### src/rtl/mips_defs_pkg.sv
// mips_defs: shared fetch-stage constants and next-PC target-select encoding
package mips_defs;
  localparam int PC_W = 32;
  localparam logic [PC_W-1:0] RESET_PC_DEF = 32'h0000_3000;
  localparam logic [31:0] NOP_INSTR = 32'h0;
  typedef enum logic [1:0] {SEL_SEQ, SEL_JR, SEL_J, SEL_BR} tgt_sel_e;
  function automatic tgt_sel_e pick_sel(input logic jmp_reg, input logic jmp_imm, input logic jmp_branch);
    return jmp_reg ? SEL_JR : jmp_imm ? SEL_J : jmp_branch ? SEL_BR : SEL_SEQ;
  endfunction
endpackage

### src/rtl/perf_counter.sv
// perf_counter: wrapping event counter with enable and synchronous reset
module perf_counter #(
  parameter int W = 32
) (
  input  logic         clk,
  input  logic         rst,
  input  logic         en,
  output logic [W-1:0] cnt
);
  logic [W-1:0] cnt_d, cnt_q;
  always_comb cnt_d = en ? cnt_q + W'(1) : cnt_q;
  always_ff @(posedge clk) cnt_q <= rst ? '0 : cnt_d;
  assign cnt = cnt_q;
endmodule

### src/rtl/fetch_redirect_unit.sv
// fetch_redirect_unit: IF stage owning the PC and IF/ID register, with redirect bubbles and perf counters
module fetch_redirect_unit
  import mips_defs::*;
#(
  parameter logic [31:0] RESET_PC = RESET_PC_DEF,
  parameter int          CNT_W    = 32
) (
  input  logic             clk,
  input  logic             rst,
  input  logic             halt,
  input  logic             load_use_stall,
  input  logic             branch_hazard,
  input  logic             ID_jmp_imm,
  input  logic             ID_jmp_reg,
  input  logic             ID_jmp_branch,
  input  logic [31:0]      ID_rs_value,
  input  logic [31:0]      IF_instr,
  output logic [31:0]      IF_pc,
  output logic [31:0]      ID_pc,
  output logic [31:0]      ID_instr,
  output logic             ID_valid,
  output logic [CNT_W-1:0] cnt_cycle,
  output logic [CNT_W-1:0] cnt_jump,
  output logic [CNT_W-1:0] cnt_branch,
  output logic [CNT_W-1:0] cnt_stall
);
  logic [31:0] pc_d, pc_q, id_pc_d, id_pc_q, id_instr_d, id_instr_q, pc4, target;
  logic        id_valid_d, id_valid_q, stall, redirect, hold;
  tgt_sel_e    sel;
  always_comb begin
    stall      = load_use_stall | branch_hazard;
    sel        = pick_sel(ID_jmp_reg, ID_jmp_imm, ID_jmp_branch);
    redirect   = !stall && sel != SEL_SEQ;
    hold       = halt | stall;
    pc4        = id_pc_q + 32'd4;
    target     = sel == SEL_JR ? ID_rs_value :
                 sel == SEL_J  ? {pc4[31:28], id_instr_q[25:0], 2'b00} :
                                 pc4 + {{14{id_instr_q[15]}}, id_instr_q[15:0], 2'b00};
    pc_d       = hold ? pc_q : redirect ? target : pc_q + 32'd4;
    id_pc_d    = hold ? id_pc_q : redirect ? 32'h0 : pc_q;
    id_instr_d = hold ? id_instr_q : redirect ? NOP_INSTR : IF_instr;
    id_valid_d = hold ? id_valid_q : !redirect;
  end
  always_ff @(posedge clk) begin
    pc_q       <= rst ? RESET_PC : pc_d;
    id_pc_q    <= rst ? 32'h0 : id_pc_d;
    id_instr_q <= rst ? NOP_INSTR : id_instr_d;
    id_valid_q <= rst ? 1'b0 : id_valid_d;
  end
  assign IF_pc    = pc_q;
  assign ID_pc    = id_pc_q;
  assign ID_instr = id_instr_q;
  assign ID_valid = id_valid_q;
  perf_counter #(.W(CNT_W)) u_cycle (.clk(clk), .rst(rst), .en(!halt), .cnt(cnt_cycle));
  perf_counter #(.W(CNT_W)) u_stall (.clk(clk), .rst(rst), .en(!halt && stall), .cnt(cnt_stall));
  perf_counter #(.W(CNT_W)) u_jump (.clk(clk), .rst(rst),
    .en(!halt && redirect && (sel == SEL_JR || sel == SEL_J)), .cnt(cnt_jump));
  perf_counter #(.W(CNT_W)) u_branch (.clk(clk), .rst(rst),
    .en(!halt && redirect && sel == SEL_BR), .cnt(cnt_branch));
endmodule

### config.mk
export PLATFORM = sky130hd
export DESIGN_NAME = fetch_redirect_unit
export DESIGN_NICKNAME = d
export VERILOG_FILES = /design/src/rtl/mips_defs_pkg.sv /design/src/rtl/perf_counter.sv /design/src/rtl/fetch_redirect_unit.sv
export SDC_FILE = /design/constraint.sdc
export NUM_CORES = 1
export LEC_CHECK = 0
export ABC_CLOCK_PERIOD_IN_PS = 3900
export CAP_MARGIN = 10
export CORE_ASPECT_RATIO = 0.8
export CORE_MARGIN = 3
export CORE_UTILIZATION = 52
export CTS_BUF_LIST = sky130_fd_sc_hd__clkbuf_2 sky130_fd_sc_hd__clkbuf_4 sky130_fd_sc_hd__clkbuf_8
export DETAILED_ROUTE_END_ITERATION = 6
export PLACE_DENSITY = 0.9
export SYNTH_ARGS = -nofsm -noshare
export SYNTH_HDL_FRONTEND = slang
export SYNTH_SLANG_ARGS = --single-unit
### constraint.sdc
create_clock -name clk -period 3.9 [get_ports clk]
set_input_delay 0.78 -clock clk [delete_from_list [all_inputs] [get_ports clk]]
set_output_delay 0.78 -clock clk [all_outputs]
set_load 0.005 [all_outputs]
# --- After elaboration in Yosys (flattened, before gate mapping) ---
# Cells that the tools add are included.
op_classes:
  n_addsub: 7
  n_eq_ne: 3
  n_mux: 8
  bitwise: 2
  n_reduce_logical: 10
ops:
  columns: ["op", "n"]
  rows:
  - ["32-bit 2-to-1 mux", 5]
  - ["32-bit by 1-bit adder with 32-bit output, second input constant", 4]
  - ["32-bit by 3-bit adder with 32-bit output, second input constant", 2]
  - ["32-bit adder", 1]
  - ["2-bit 2-to-1 mux", 3]
  - ["1-bit logical AND", 5]
  - ["2-bit equality test, second input constant", 2]
  - ["1-bit logical NOT", 3]
  - ["2-bit by 1-bit equality test with 1-bit output, second input constant", 1]
  - ["1-bit bitwise OR", 2]
  - ["2-bit nonzero test", 1]
  - ["1-bit logical OR", 1]
totals:
  reg_bits: 225
  inputBits: 72
  output_inout_bits: 225

# --- Logic depth before layout (Yosys ltp) ---
# Gate-level depths: netlist (run 1).
logic_depth:
  ltp_word: 7
  mapped_depth: 17
  depth_no_buf: 16

# --- Modules after synthesis ---
# A second synthesis (run 1) with hierarchy kept.
unflattened:
  hier_cells: 1688
  hier_area_um2: 13151.4
by_module_without_submodules:
  columns: ["module", "n_inst", "cells_each", "area_each_um2", "seq_area_each_um2"]
  rows:
  - ["fetch_redirect_unit", 1, 964, 6895.4, 1941.9]
  - ["perf_counter", 4, 181, 1564.0, 640.6]

# --- Worst setup path after synthesis (run 1) ---
# Ideal clock, no wire load.
synth_timing:
  path_kind: "flip-flop to flip-flop"
  startpoint: "reg id_pc_q[4] (netlist: ID_pc[4])"
  endpoint: "reg pc_q[31] (netlist: IF_pc[31])"
  arrival_time_ns: 3.445
  setup_slack_ns: 0.338
  path_stages_with_launch: 17
  n_path_buf: 1
  path_cell_list: "dfxtp_1 and3_1 and3_1 nand3_1 nor2_1 nand3_1 xnor2_1 ha_1 clkbuf_1 nand2_1 or4_1 nor4_1 o211a_1 o21ai_0 nor3b_1 xnor2_1 a31o_2"
synth_via:
  elab_chain_cells: 5
synth_lines:
  columns: ["item", "line_no", "text"]
  rows:
  - ["from (decl)", "fetch_redirect_unit.sv:27", "logic [31:0] pc_d, pc_q, id_pc_d, id_pc_q, id_instr_d, id_instr_q, pc4, target;"]
  - ["from (signal assigned)", "fetch_redirect_unit.sv:46", "id_pc_q <= rst ? 32'h0 : id_pc_d;"]
  - ["32-bit by 3-bit adder with 32-bit output (*)", "fetch_redirect_unit.sv:35", "pc4 = id_pc_q + 32'd4;"]
  - ["32-bit adder", "fetch_redirect_unit.sv:38", "pc4 + {{14{id_instr_q[15]}}, id_instr_q[15:0], 2'b00};"]
  - ["32-bit 2-to-1 mux (*)", "fetch_redirect_unit.sv:37", "sel == SEL_J ? {pc4[31:28], id_instr_q[25:0], 2'b00} :"]
  - ["32-bit 2-to-1 mux (*)", "fetch_redirect_unit.sv:36", "target = sel == SEL_JR ? ID_rs_value :"]
  - ["32-bit 2-to-1 mux (*)", "fetch_redirect_unit.sv:39", "pc_d = hold ? pc_q : redirect ? target : pc_q + 32'd4;"]
  - ["to (signal assigned)", "fetch_redirect_unit.sv:45", "pc_q <= rst ? RESET_PC : pc_d;"]
  - ["to (decl)", "fetch_redirect_unit.sv:27", null]
# Mark *: on every way between the ends. The rest lies on a longest branch, timed or not.
# A chain may end at the register's enable or synchronous reset.

# --- Worst setup path in the final report (run 1) ---
layout_timing:
  startpoint: "reg id_pc_q[13] (netlist: ID_pc[13])"
  endpoint: "reg pc_q[31] (netlist: IF_pc[31])"
# Same word-level chain as after synthesis.

==> impl_metrics.env, run 1 <==
export IMPL_yosys_area_top_type="dfxtp_1"
export IMPL_setup_violations=0
export IMPL_cts_reportedPaths_clkPinSlew_ns=0.06
export IMPL_synth_area_um2=12340
export IMPL_cellPowerDensity_nw_per_um2=302.5
export IMPL_synth_common_cells="225 x dfxtp_1, 180 x nand2_1, 174 x nor2_1"
export IMPL_p_leak_nw=6.315
export IMPL_crit_chain="and3_1 > nand3_1 > or3_4 > nor2_1 > xor2_1 > ha_1 > nand3_1 > or4_1 > nor4_2 > o211a_1 > nor3_1 > nor3b_1 > xnor2_1 > a31o_2"
export IMPL_place_area_um2=15820
export IMPL_synth_area_leaders="dfxtp_1 37%, xor2_1 7.1%, a21oi_1 5.7%, nand2_1 5.5%, nand3_1 5.4%"
export IMPL_skew_ns=0.02900
export IMPL_rows=49
export IMPL_power_frac_seq_pct=46.5
export IMPL_grt_pass1_wl_um=65110
export IMPL_drc=0
export IMPL_gp_congestion=0.9622
export IMPL_worst_slew_pin_slew_ns=0.8704
export IMPL_h_tree_depth=2
export IMPL_nets=1993
export IMPL_cts_tree="done"
export IMPL_critPathKind="register to register"
export IMPL_syn_inst=1563
export IMPL_drt_pass1_iterations=5
export IMPL_die_y_um=143.8
export IMPL_antenna_found_initial=0
export IMPL_slowest_stage="dfxtp_1"
export IMPL_initial_utilization_pct=53.94
export IMPL_drive_gt1_share_pct=8.675
export IMPL_core_area_um2=22870
export IMPL_drtIter0Drc=1204
export IMPL_fmax_mhz=264.6
export IMPL_outcome="completed"
export IMPL_yosys_most_used_dff="dfxtp_1"
export IMPL_utilization_pct=73.24
export IMPL_yosys_area_top_type_share_pct=36.51
export IMPL_cap_violations=0
export IMPL_cp_arrival_ns=4.21
export IMPL_cts_root_buffer="clkbuf_8"
export IMPL_synth_most_common_cell="dfxtp_1"
export IMPL_hp_class="register to register"
export IMPL_vias=13120
export IMPL_synth_edf_count=0
export IMPL_synth_seq_cells=225
export IMPL_synth_fp_nets=1680
export IMPL_slew_headroom_pct=41.97
export IMPL_area_delta_synth_final_pct=35.77
export IMPL_combPwrFrac_pct=8.1
export IMPL_ios=297
export IMPL_internal_power_mw=3.808
export IMPL_required_ns=4.33
export IMPL_grt_usage_pct=31.16
export IMPL_cts_buffer_depth=3
export IMPL_switchingPower_mw=1.258
export IMPL_final_hold_viol_count=0
export IMPL_wire_per_inst_um=18.97
export IMPL_cp_max_fo=5
export IMPL_dieArea_um2=25620
export IMPL_antenna_cells=0
export IMPL_max_stage_delay_ns=0.51
export IMPL_yosysWarningCount=0
export IMPL_totalWireLength_um=41890
export IMPL_die_w_um=178.2
export IMPL_p_clk_share_pct=45.5
export IMPL_ant_nets=0
export IMPL_switching_share_pct=24.83
export IMPL_grt_pass1_vias=12300
export IMPL_stdcell_area_um2=16750
export IMPL_startpoint_type="register"
export IMPL_syn_area_per_cell_um2=7.892
export IMPL_tns_ns=0
export IMPL_vias_per_cell=5.944
export IMPL_cp_end_kind="register"
export IMPL_ir_worst_vdd_mv=0.2294
export IMPL_yosysSeqAreaShare_pct=36.51
export IMPL_hpwl_um=29930
export IMPL_cts_buffers=38
export IMPL_grt_max_degree=88
export IMPL_portBuffers=296
export IMPL_fin_crit_sh_pct=96.92
export IMPL_synth_cell_types=78
export IMPL_insertion_delay_ns=0.54
export IMPL_clock_sinks=225
export IMPL_critPathMostFrequentCell="nand3_1"
export IMPL_async_reset_ff_share_pct=0
export IMPL_slew_violations=0
export IMPL_grt_overflow=0
export IMPL_fin_crit_ns=3.780
==> path summary, 6_finish.rpt <==
path,cells past startpoint,endpoint,slack (ns),from
worst max-delay path,14,IF_pc[31]$_SDFFE_PP0N_,0.12,ID_pc[13]$_SDFFE_PP0N_
worst min register to register,2,ID_instr[31]$_SDFFE_PP0N_,0.45,ID_instr[31]$_SDFFE_PP0N_
worst max register to register,14,IF_pc[31]$_SDFFE_PP0N_,0.12,ID_pc[13]$_SDFFE_PP0N_
worst min-delay path,2,ID_instr[31]$_SDFFE_PP0N_,0.45,ID_instr[31]$_SDFFE_PP0N_
==> per-layer routing <==
layer  wire length [um]  vias to the layer above  global-route usage [%]
met5                  0                        -                       0
met1              17450                     6192                   41.92
met2              18880                      716                   49.52
met4               1092                        0                   9.590
li1                   -                     6124                       -
met3               4465                       92                   7.845
==> kinds of logic after synthesis <==
logic type	after synthesis	share of synthesized area, %
and+or+nand+nor	680	26.77
adders and majority gates	45	4.625
AOI/OAI and AO/OA	333	16.23
DFF	225	36.51
xor gates and xnor gates	164	11.64
buffers and inverters	105	3.327
muxes	11	0.8926
==> state kept, by name (all words and copies together), names as in the netlist <==
name,count
ID_valid,1
ID_pc,32
u_jump.cnt,32
u_cycle.cnt,32
u_stall.cnt,32
ID_instr,32
IF_pc,32
u_branch.cnt,32
==> critical path: cells and delay by family (launching register included) <==
kind | cells | cell delay (ns)
compound gates | 2 | 0.45
xor+xnor | 2 | 0.20
fa+ha+maj | 1 | 0.37
flops | 1 | 0.51
simple gates | 9 | 2.15
==> power groups by stage <==
| stage | logic (mW) | registers, mW | clock network [mW] |
|---|---|---|---|
| floorplan | 0.192 | 2.40 | 0 |
| global placement | 0.393 | 2.40 | 0 |
| detailed placement | 0.398 | 2.40 | 0 |
| CTS | 0.401 | 2.35 | 2.32 |
| global route | 0.437 | 2.36 | 2.42 |
| finish | 0.409 | 2.36 | 2.30 |
==> through the flow <==
stage	hold WS [ns]	power (mW)	setup slack, ns	instances
global placement	0.4380	2.796	0.2045	2139
finish	0.4512	5.067	0.1202	2208
floorplan	0.4483	2.590	0.3385	1563
CTS	0.4523	5.076	0.04665	2205
detailed placement	0.4441	2.803	0.07967	2139
global route	0.4830	5.218	-0.03401	2208
==> cells in the final DEF, fill, tap and decap left out, drive strengths merged, types with 17 or more instances in the layout <==
master and instances:
nand3 135, inv 20, nor3 25, clkbuf 62, xnor2 64, ha 44, clkdlybuf4s50 295, nor2 176
or3 21, xor2 100, a21o 17, nand4 32, dfxtp 225, nand2 181, a21oi 140, o21ai 72
buf 62, and3 47
==> cell type report <==
type | count | area (um^2)
Multi-Input combinational cell | 1233 | 7502
Fill cell | 1668 | 6120
Sequential cell | 225 | 4506
Timing Repair Buffer | 357 | 3447
Clock buffer | 62 | 809.5
Tap cell | 306 | 382.9
Inverter | 21 | 78.83
Clock inverter | 4 | 22.52
==> repair_timing <==
item | 4_1_cts | 5_1_grt
endpoints found under the hold margin | 0 | 0
hold buffers | 0 | 0
buffers inserted | 0 | 3
setup endpoints to repair | 0 | 9
resized for setup | 0 | 15
Power figures use the tool's default switching activity.
==> run 2: changes to the inputs <==
--- a/config.mk
+++ b/config.mk
@@ -13,6 +13,7 @@
 export CTS_BUF_LIST = sky130_fd_sc_hd__clkbuf_2 sky130_fd_sc_hd__clkbuf_4 sky130_fd_sc_hd__clkbuf_8
 export DETAILED_ROUTE_END_ITERATION = 6
 export PLACE_DENSITY = 0.9
+export SKIP_CTS_REPAIR_TIMING = 1
 export SYNTH_ARGS = -nofsm -noshare
 export SYNTH_HDL_FRONTEND = slang
 export SYNTH_SLANG_ARGS = --single-unit
==> results of run 2 <==
Same layout as run 1: the final DEF is identical, and so are final timing and power.
==> run 3: changes to the inputs <==
--- a/config.mk
+++ b/config.mk
@@ -9,11 +9,12 @@
 export CAP_MARGIN = 10
 export CORE_ASPECT_RATIO = 0.8
 export CORE_MARGIN = 3
-export CORE_UTILIZATION = 52
+export CORE_UTILIZATION = 53
 export CTS_BUF_LIST = sky130_fd_sc_hd__clkbuf_2 sky130_fd_sc_hd__clkbuf_4 sky130_fd_sc_hd__clkbuf_8
 export DETAILED_ROUTE_END_ITERATION = 6
-export PLACE_DENSITY = 0.9
+export PLACE_DENSITY = 0.91
 export SKIP_CTS_REPAIR_TIMING = 1
 export SYNTH_ARGS = -nofsm -noshare
 export SYNTH_HDL_FRONTEND = slang
+export SYNTH_HIERARCHICAL = 1
 export SYNTH_SLANG_ARGS = --single-unit
==> impl_metrics.env, run 3 <==
export IMPL_fillers=1789
export IMPL_ir_worst_vdd_mv=0.2186
export IMPL_insertion_delay_ns=0.54
export IMPL_setup_violations=0
export IMPL_vias_per_cell=6.185
export IMPL_layout_common_cells="295 x clkdlybuf4s50_1, 223 x dfxtp_1, 175 x nor2_1"
export IMPL_critPathKind="register to register"
export IMPL_portBuffers=296
export IMPL_cp_end_kind="register"
export IMPL_wire_per_inst_um=20.22
export IMPL_synth_fp_nets=1805
export IMPL_p_leak_nw=6.393
export IMPL_slew_violations=0
export IMPL_switchingPower_mw=1.274
export IMPL_cts_buffers=40
export IMPL_yosys_most_used_dff="dfxtp_1"
export IMPL_cts_root_buffer="clkbuf_8"
export IMPL_skew_ns=0.02147
export IMPL_cts_buffer_depth=3
export IMPL_nets=2095
export IMPL_cp_max_fo=5
export IMPL_synth_cell_types=69
export IMPL_finalPower_mw=5.168
export IMPL_grt_max_degree=104
export IMPL_syn_area_per_cell_um2=7.791
export IMPL_clock_sinks=225
export IMPL_grt_pass1_wl_um=72980
export IMPL_core_area_um2=23900
export IMPL_dieArea_um2=26750
export IMPL_switching_share_pct=24.65
export IMPL_hp_class="register to register"
export IMPL_outcome="completed"
export IMPL_startpoint_type="register"
export IMPL_initial_utilization_pct=55.03
export IMPL_cts_tree="done"
export IMPL_required_ns=4.33
export IMPL_yosysWarningCount=6
export IMPL_max_stage_delay_ns=0.45
export IMPL_totalWireLength_um=46860
export IMPL_grt_pass1_vias=13590
export IMPL_final_common_cell="clkdlybuf4s50_1"
export IMPL_synth_seq_cells=225
export IMPL_synth_most_common_cell="dfxtp_1"
export IMPL_synth_area_leaders="dfxtp_1 34%, a21oi_1 5.7%, nor2_1 5.0%, nand3_1 5.0%, nand2_1 5.0%"
export IMPL_rsz0062_at_grt="true"
export IMPL_final_hold_viol_count=0
export IMPL_rows=50
export IMPL_utilization_pct=73.02
export IMPL_synth_common_cells="225 x dfxtp_1, 175 x nor2_1, 174 x nand2_1"
export IMPL_die_y_um=146.9
export IMPL_worst_slew_pin_slew_ns=0.9735
export IMPL_synth_edf_count=0
export IMPL_area_delta_synth_final_pct=32.68
export IMPL_antenna_found_initial=1
export IMPL_combPwrFrac_pct=7.8
export IMPL_place_area_um2=16520
export IMPL_slew_headroom_pct=34.86
export IMPL_yosys_area_top_type_share_pct=34.25
export IMPL_fmax_mhz=266.2
export IMPL_power_frac_seq_pct=45.3
export IMPL_drc=0
export IMPL_fin_crit_ns=3.756
export IMPL_yosysSeqAreaShare_pct=34.25
export IMPL_hpwl_um=33530
export IMPL_ios=297
export IMPL_vias=14340
export IMPL_syn_inst=1688
export IMPL_cellPowerDensity_nw_per_um2=296.2
export IMPL_h_tree_depth=2
export IMPL_drt_pass1_iterations=6
export IMPL_drtIter0Drc=1377
export IMPL_fin_crit_sh_pct=96.31
export IMPL_synth_area_um2=13150
export IMPL_grt_overflow=0
export IMPL_drive_gt1_share_pct=9.875
export IMPL_slowest_stage="nor3_2"
export IMPL_cap_violations=0
export IMPL_gp_congestion=1.018
export IMPL_cts_reportedPaths_clkPinSlew_ns=0.06
export IMPL_async_reset_ff_share_pct=0
export IMPL_grt_usage_pct=33.06
export IMPL_fin_cells=2318
export IMPL_p_clk_share_pct=46.8
export IMPL_stdcell_area_um2=17450
export IMPL_crit_chain="nand3_1 > nor3_2 > xor2_1 > ha_1 > a21oi_1 > o21ai_1 > o31a_1 > o41a_1 > nor2_1 > o21ai_1 > xnor2_1 > nand3_1 > a311oi_1"
export IMPL_internal_power_mw=3.894
export IMPL_dp_cells=2246
export IMPL_cp_arrival_ns=4.19
export IMPL_die_w_um=182.1
export IMPL_yosys_area_top_type="dfxtp_1"
export IMPL_ant_nets=0
run 3: cell types whose count changed after synthesis, sizes merged, moves of 20 or more:
cell | before | now
mux2 | 0 | 44
nor2b | 7 | 41
nand4 | 32 | 61
nor3 | 25 | 62
xor2 | 100 | 61
xnor2 | 64 | 42
and3 | 47 | 27
run 3: layout make-up:
type / count / area (um^2) / share of cell area (%)
Sequential cell: 225 / 4507 / 25.83
Timing Repair Buffer: 348 / 3407 / 19.53
Multi-Input combinational cell: 1325 / 8119 / 46.53
Clock inverter: 10 / 106.4 / 0.6095
Inverter: 38 / 142.6 / 0.8174
Antenna cell: 1 / 2.502 / 0.01434
Tap cell: 312 / 390.4 / 2.237
Clock buffer: 59 / 774.5 / 4.439
run 3: cell families after synthesis:
group | count (synthesis) | share of synthesized area, %
fa+ha+maj | 45 | 4.338
compound gates | 349 | 15.88
simple gates | 776 | 29.99
flops | 225 | 34.25
xor+xnor | 103 | 6.859
mux | 52 | 4.376
buf+inv | 138 | 4.310
run 3: worst max-delay path: cells and delay by family, from the launching register on:
kind                       cells  cell delay, ns
DFF                            1            0.42
adders and majority gates      1            0.30
and+or+nand+nor                4            1.03
xor gates and xnor gates       2            0.44
AOI/OAI and AO/OA              6            1.44
run 3: worst paths after layout:
check | startpoint | depth (start not counted) | slack (ns) | to
setup / recovery | ID_pc[8]$_SDFFE_PP0N_ | 13 | 0.14 | IF_pc[25]$_SDFFE_PP0N_
hold / removal | ID_instr[27]$_SDFFE_PP0N_ | 2 | 0.46 | ID_instr[27]$_SDFFE_PP0N_
setup reg to reg | ID_pc[8]$_SDFFE_PP0N_ | 13 | 0.14 | IF_pc[25]$_SDFFE_PP0N_
hold reg to reg | ID_instr[27]$_SDFFE_PP0N_ | 2 | 0.46 | ID_instr[27]$_SDFFE_PP0N_
run 3: power groups by stage:
stage               combinational (mW)  sequential, mW  clock (mW)
floorplan                        0.189            2.39           0
global placement                 0.385            2.39           0
detailed placement               0.392            2.39           0
CTS                              0.396            2.34        2.45
global route                     0.430            2.34        2.54
finish                           0.405            2.34        2.42
run 3: layer usage:
layer | part of all wire, % | up-vias | routed length, um | global-route usage, %
met2 | 45 | 848 | 21190 | 52.48
met3 | 9.6 | 141 | 4504 | 7.252
li1 | - | 6643 | - | -
met1 | 41 | 6704 | 19330 | 44.13
met4 | 3.9 | 0 | 1833 | 12.71
met5 | 0 | - | 0 | 0
run 3: metrics by stage:
stage	hold WS, ns	setup WS (ns)	TNS [ns]
floorplan	0.4483	0.2537	0
global placement	0.4388	0.1397	0
detailed placement	0.4441	0.05191	0
CTS	0.4561	0.01457	0
global route	0.4763	-0.01093	-0.01272
finish	0.4605	0.1439	0
